===== config.mk =====
export PLATFORM = sky130hd
export DESIGN_NAME = burst_responder
export DESIGN_NICKNAME = d
export VERILOG_FILES = /design/src/rtl/burst_responder.sv
export SDC_FILE = /design/constraint.sdc
export NUM_CORES = 1
export LEC_CHECK = 0
export CORE_MARGIN = 4
export CORE_UTILIZATION = 40
export DETAILED_ROUTE_END_ITERATION = 7
export HOLD_SLACK_MARGIN = 0.1
export MAX_ROUTING_LAYER = met4
export PLACE_DENSITY = 0.64
export SLEW_MARGIN = 5
export SYNTH_ARGS = -nofsm -noshare
export SYNTH_HDL_FRONTEND = slang
export SYNTH_SLANG_ARGS = --single-unit

===== constraint.sdc =====
create_clock -name clk -period 1.7 [get_ports clk]
set_input_delay 0.425 -clock clk [delete_from_list [all_inputs] [get_ports clk]]
set_output_delay 0.425 -clock clk [all_outputs]
set_load 0.005 [all_outputs]

===== src/rtl/burst_responder.sv =====
// burst_responder: target-side responder for the burst_enable / master_busy / slave_busy handshake,
// with per-beat strobes, done/abort pulses and a saturating completed-burst counter.
module burst_responder #(
  parameter int GRANT_LAT = 0,
  parameter int SETUP_CYC = 1,
  parameter int BEATS     = 6,
  parameter int IDX_W     = 3
) (
  input  logic             clk,
  input  logic             rst_n,
  input  logic             burst_enable,
  input  logic             resp_ready,
  output logic             master_busy,
  output logic             slave_busy,
  output logic             beat_valid,
  output logic [IDX_W-1:0] beat_idx,
  output logic             burst_done,
  output logic             burst_abort,
  output logic [15:0]      burst_count
);
  localparam int CNT_MAX = GRANT_LAT > SETUP_CYC ? GRANT_LAT : SETUP_CYC;
  localparam int CNT_W   = CNT_MAX < 2 ? 1 : $clog2(CNT_MAX);
  typedef enum logic [2:0] {IDLE, GRANT, SETUP, DATA, TAIL, ABORT} state_t;
  state_t           state, state_nx;
  logic [CNT_W-1:0] cnt, cnt_nx;
  logic             en_q, rise, last, mb_nx, sb_nx, done_nx, abort_nx;
  logic [IDX_W-1:0] idx_nx;
  logic [15:0]      count_nx;
  assign rise = burst_enable & ~en_q;
  assign last = beat_idx == IDX_W'(BEATS - 1);
  always_ff @(posedge clk or negedge rst_n) begin
    if (!rst_n) begin
      state       <= IDLE;
      cnt         <= '0;
      en_q        <= 1'b0;
      master_busy <= 1'b1;
      slave_busy  <= 1'b1;
      beat_valid  <= 1'b0;
      beat_idx    <= '0;
      burst_done  <= 1'b0;
      burst_abort <= 1'b0;
      burst_count <= '0;
    end else begin
      state       <= state_nx;
      cnt         <= cnt_nx;
      en_q        <= burst_enable;
      master_busy <= mb_nx;
      slave_busy  <= sb_nx;
      beat_valid  <= ~sb_nx;
      beat_idx    <= idx_nx;
      burst_done  <= done_nx;
      burst_abort <= abort_nx;
      burst_count <= count_nx;
    end
  end
  always_comb begin
    state_nx = state;
    cnt_nx   = cnt;
    mb_nx    = master_busy;
    sb_nx    = slave_busy;
    idx_nx   = beat_idx;
    done_nx  = 1'b0;
    abort_nx = 1'b0;
    count_nx = burst_count;
    // losing burst_enable before the tail abandons the burst; the tail always completes
    if ((state == GRANT || state == SETUP || state == DATA) && !burst_enable) begin
      state_nx = ABORT;
      mb_nx    = 1'b1;
      sb_nx    = 1'b1;
      idx_nx   = '0;
      abort_nx = 1'b1;
    end else begin
      case (state)
        IDLE: if (rise) begin
          if (GRANT_LAT == 0) begin
            mb_nx    = 1'b0;
            state_nx = SETUP;
            cnt_nx   = CNT_W'(SETUP_CYC - 1);
          end else begin
            state_nx = GRANT;
            cnt_nx   = CNT_W'(GRANT_LAT - 1);
          end
        end
        GRANT: if (cnt == '0) begin
          mb_nx    = 1'b0;
          state_nx = SETUP;
          cnt_nx   = CNT_W'(SETUP_CYC - 1);
        end else cnt_nx = cnt - 1'b1;
        SETUP: if (cnt != '0) cnt_nx = cnt - 1'b1;
        else if (resp_ready) begin
          sb_nx    = 1'b0;
          idx_nx   = '0;
          state_nx = DATA;
        end
        // beat_idx only advances when the next beat is actually issued, so it holds through stalls
        DATA: if (!slave_busy) begin
          if (last) begin
            sb_nx    = 1'b1;
            state_nx = TAIL;
          end else if (resp_ready) idx_nx = beat_idx + 1'b1;
          else sb_nx = 1'b1;
        end else if (resp_ready) begin
          sb_nx  = 1'b0;
          idx_nx = beat_idx + 1'b1;
        end
        TAIL: begin
          mb_nx    = 1'b1;
          done_nx  = 1'b1;
          idx_nx   = '0;
          count_nx = burst_count == 16'hFFFF ? burst_count : burst_count + 16'd1;
          state_nx = IDLE;
        end
        ABORT: state_nx = IDLE;
        default: state_nx = IDLE;
      endcase
    end
  end
endmodule


==> reports/metrics.yaml <==
status:
  outcome: "finished clean"
place:
  io_buffers: 27
  gp_congestion: 0.850
  dp_hpwl_mm: 2.44
  dp.cells: 234
  place_area_sq_um: 1930
synthesis:
  synthCells: 141
  syn_area_sq_um: 1430
  synth_cell_types: 43
  synth_area_leader_cell: "dfrtp_1"
  synth_fp_nets: 148
  avgSynthCellArea_sq_um: 10.2
  seq_area_frac_synth_pct: 49.1
  ys_seq_elements: 28
  ys_warn_count: 0
  synthTopCellsByArea: "dfrtp_1 45%, nand3_1 5.6%, xnor2_1 4.3%"
  synth_top_area_share_pct: 45.5
sta:
  rsz0062_at_grt: "true"
  tns_ns: 0
  finalSetupViolCount: 0
  relSlewSlack_pct: 77.1
  finalHoldViolCount: 0
  worst_pin_slew_ns: 0.341
  fmax_mhz: 600
  maxSlewViolCount: 0
  period_needed_ns: 1.67
  skew_ns: 0.00423
  finalCritPeriodShare_pct: 98.1
  whs_ns: 0.443
grt:
  grt_pass1_wl_mm: 5.55
  grt_pass1_vias: 1295
  grt_max_degree: 29
  grt_overflow: 0
  grt_usage_pct: 16.4
  grt_antenna_before_repair: 0
worst_hold_path:
  hold_path.class: "input port to asynchronous set/reset pin"
worst_setup_path:
  end_kind: "flip-flop"
  cp.required_ns: 1.90
  path_class: "flip-flop to flip-flop"
  slowest_stage: "dfrtp_1"
  cp_slowest_stage_delay_ns: 0.37
  cpMostUsedCell: "buf_4"
  crit_chain: "buf_4, nand4_1, buf_4, nor4_1, buf_4, nor4_2, xor2_1"
  path_max_fanout: 3
  cp-start-kind: "flip-flop"
  critPathArrivalTime_ns: 1.87
  critPathBufInv: 3
  crit_family: "simple AND/OR/NAND/NOR gates"
cells_and_area:
  mostFrequentLayoutCell: "buf_4"
  syn_to_final_growth_pct: 51.1
  antenna-diode-count: 0
  finish.instance_area_sq_um: 2160
  top_register: "burst_count"
  fin_cells: 255
  fillers: 283
  nets: 217
  drive_gt1_share_pct: 30.6
  finalCoreUtilization_pct: 63.8
  largest_register_ff_count: 16
  top_regs: "burst_count: 16 flops, beat_idx: 3 flops, state: 3 flops"
  final_cell_mix: "37 x buf_4, 25 x dfrtp_1, 15 x nand3_1, 13 x clkdlybuf4s50_1, 12 x dlygate4sd2_1"
floorplanning:
  core-area_sq_um: 3390
  die_area_sq_um: 4600
  fp.dieW_um: 67.8
  rows: 21
  io_pins: 28
  dieHeight_um: 67.8
  start_util_pct: 42.2
cts:
  cts_tree: "done"
  cts_buffers: 3
  cts_root_buffer: "clkbuf_4"
  clockBufferDepth: 2
  htree_levels: 1
  clk_pin_slew_ns: 0.14
  clk_latency_ns: 0.32
  clock-sinks: 28
routing:
  wl_mm: 3.44
  dr.pass1.iters: 4
  viasPerCell: 5.15
  postRouteAntennaNets: 0
  drc: 0
  drtIter0Drc: 70
  routedWlPerCell_um: 13.5
  vias: 1314
run:
  drv_cap: 0
power:
  p_leak_nw: 1.05
  max-vdd-ir-drop_v: 0.000556
  powerDensity_nw_per_um2: 1100
[power breakdown]
group          switching (mW)  total (mW)  internal, mW
Combinational           0.526        1.13         0.608
Sequential             0.0881       0.922         0.834
Clock                   0.186       0.317         0.131
[worst reg2reg max path, cell delays in order, from the launching register on]
cell and delay [ns]:
dfrtp_1 0.37, buf_4 0.11, nand4_1 0.15, buf_4 0.18, nor4_1 0.34, buf_4 0.20
nor4_2 0.06, xor2_1 0.15
[synth_stat cells]
| cell | n |
|---|---|
| dfrtp_1 | 26 |
| nand3_1 | 16 |
| nand2_1 | 10 |
| a21oi_1 | 8 |
| inv_1 | 7 |
| xnor2_1 | 7 |
| nor2_1 | 6 |
| and3_1 | 4 |
| o21ai_0 | 4 |
| clkbuf_1 | 3 |
| ha_1 | 3 |
| nand4_1 | 3 |
| nor3_1 | 3 |
| xor2_1 | 3 |
| dfstp_2 | 2 |
| mux2_1 | 2 |
| nand3b_1 | 2 |
| nor2b_1 | 2 |
| nor4_1 | 2 |
| o21a_1 | 2 |
| o21bai_1 | 2 |
| o22ai_1 | 2 |
| or4_1 | 2 |
| a22oi_1 | 1 |
| a31oi_1 | 1 |
| a41oi_1 | 1 |
| and2_1 | 1 |
| and2b_1 | 1 |
| and3b_1 | 1 |
| buf_4 | 1 |
| buf_6 | 1 |
| mux2_2 | 1 |
| mux2i_1 | 1 |
| nand2b_1 | 1 |
| nand4b_1 | 1 |
| nor4_2 | 1 |
| nor4_4 | 1 |
| o2111ai_1 | 1 |
| o21ba_2 | 1 |
| o311ai_0 | 1 |
| or3_1 | 1 |
| or3b_1 | 1 |
| or4b_2 | 1 |
[cell families (layout without fill, tap and decap cells)]
group | count (synthesis) | after routing | synth area share, %
AO/OA/AOI/OAI | 24 | 24 | 10.7
XOR/XNOR | 10 | 10 | 6.12
adder cells (fa/ha/maj) | 3 | 3 | 2.62
buffers and inverters | 12 | 80 | 3.93
flip-flops | 28 | 28 | 49.1
multiplexers | 4 | 4 | 3.06
AND/OR/NAND/NOR | 60 | 60 | 24.5
[through the flow]
| step | power [mW] | setup WS (ns) |
|---|---|---|
| floorplan | 1.46 | 0.0123 |
| global route | 2.55 | -0.108 |
| detailed placement | 1.97 | -0.308 |
| global placement | 1.95 | -0.262 |
| finish | 2.37 | 0.0327 |
| CTS | 2.31 | 0.00691 |
[final timing paths]
kind	startpoint	to	slack, ns	depth (start not counted)
worst max register to register	burst_count[5]	burst_count[8]	0.03	7
max in group asynchronous	rst_n	master_busy	1.02	2
worst min-delay path	rst_n	burst_count[11]	0.44	2
worst min register to register	master_busy	master_busy	0.54	2
min in group clk	master_busy	master_busy	0.54	2
worst max-delay path	burst_count[5]	burst_count[8]	0.03	7
[routing by layer]
metal	vias to the layer above	global-route usage (%)	wire [um]
met2	36	28.8	1760
met5	-	-	0
li1	643	-	-
met1	631	18.9	1480
met3	4	2.46	160
met4	0	5.96	38
[final cells by class]
| type | count | area, sq um | area share, % |
|---|---|---|---|
| inverters | 7 | 26.3 | 1.21 |
| well taps | 46 | 57.6 | 2.66 |
| multi-input cells | 101 | 738 | 34.1 |
| clock buffers | 4 | 36.3 | 1.68 |
| repair buffers | 69 | 601 | 27.8 |
| flip-flops and latches | 28 | 704 | 32.6 |
[timing repair]
action | 4_1_cts | 5_1_grt
gates resized for setup | 20 | 15
setup endpoints to repair | 26 | 16
pin swaps | 0 | 6
setup buffers | 13 | 5
hold buffers | 0 | 0
(Power assumes the default switching activity.)
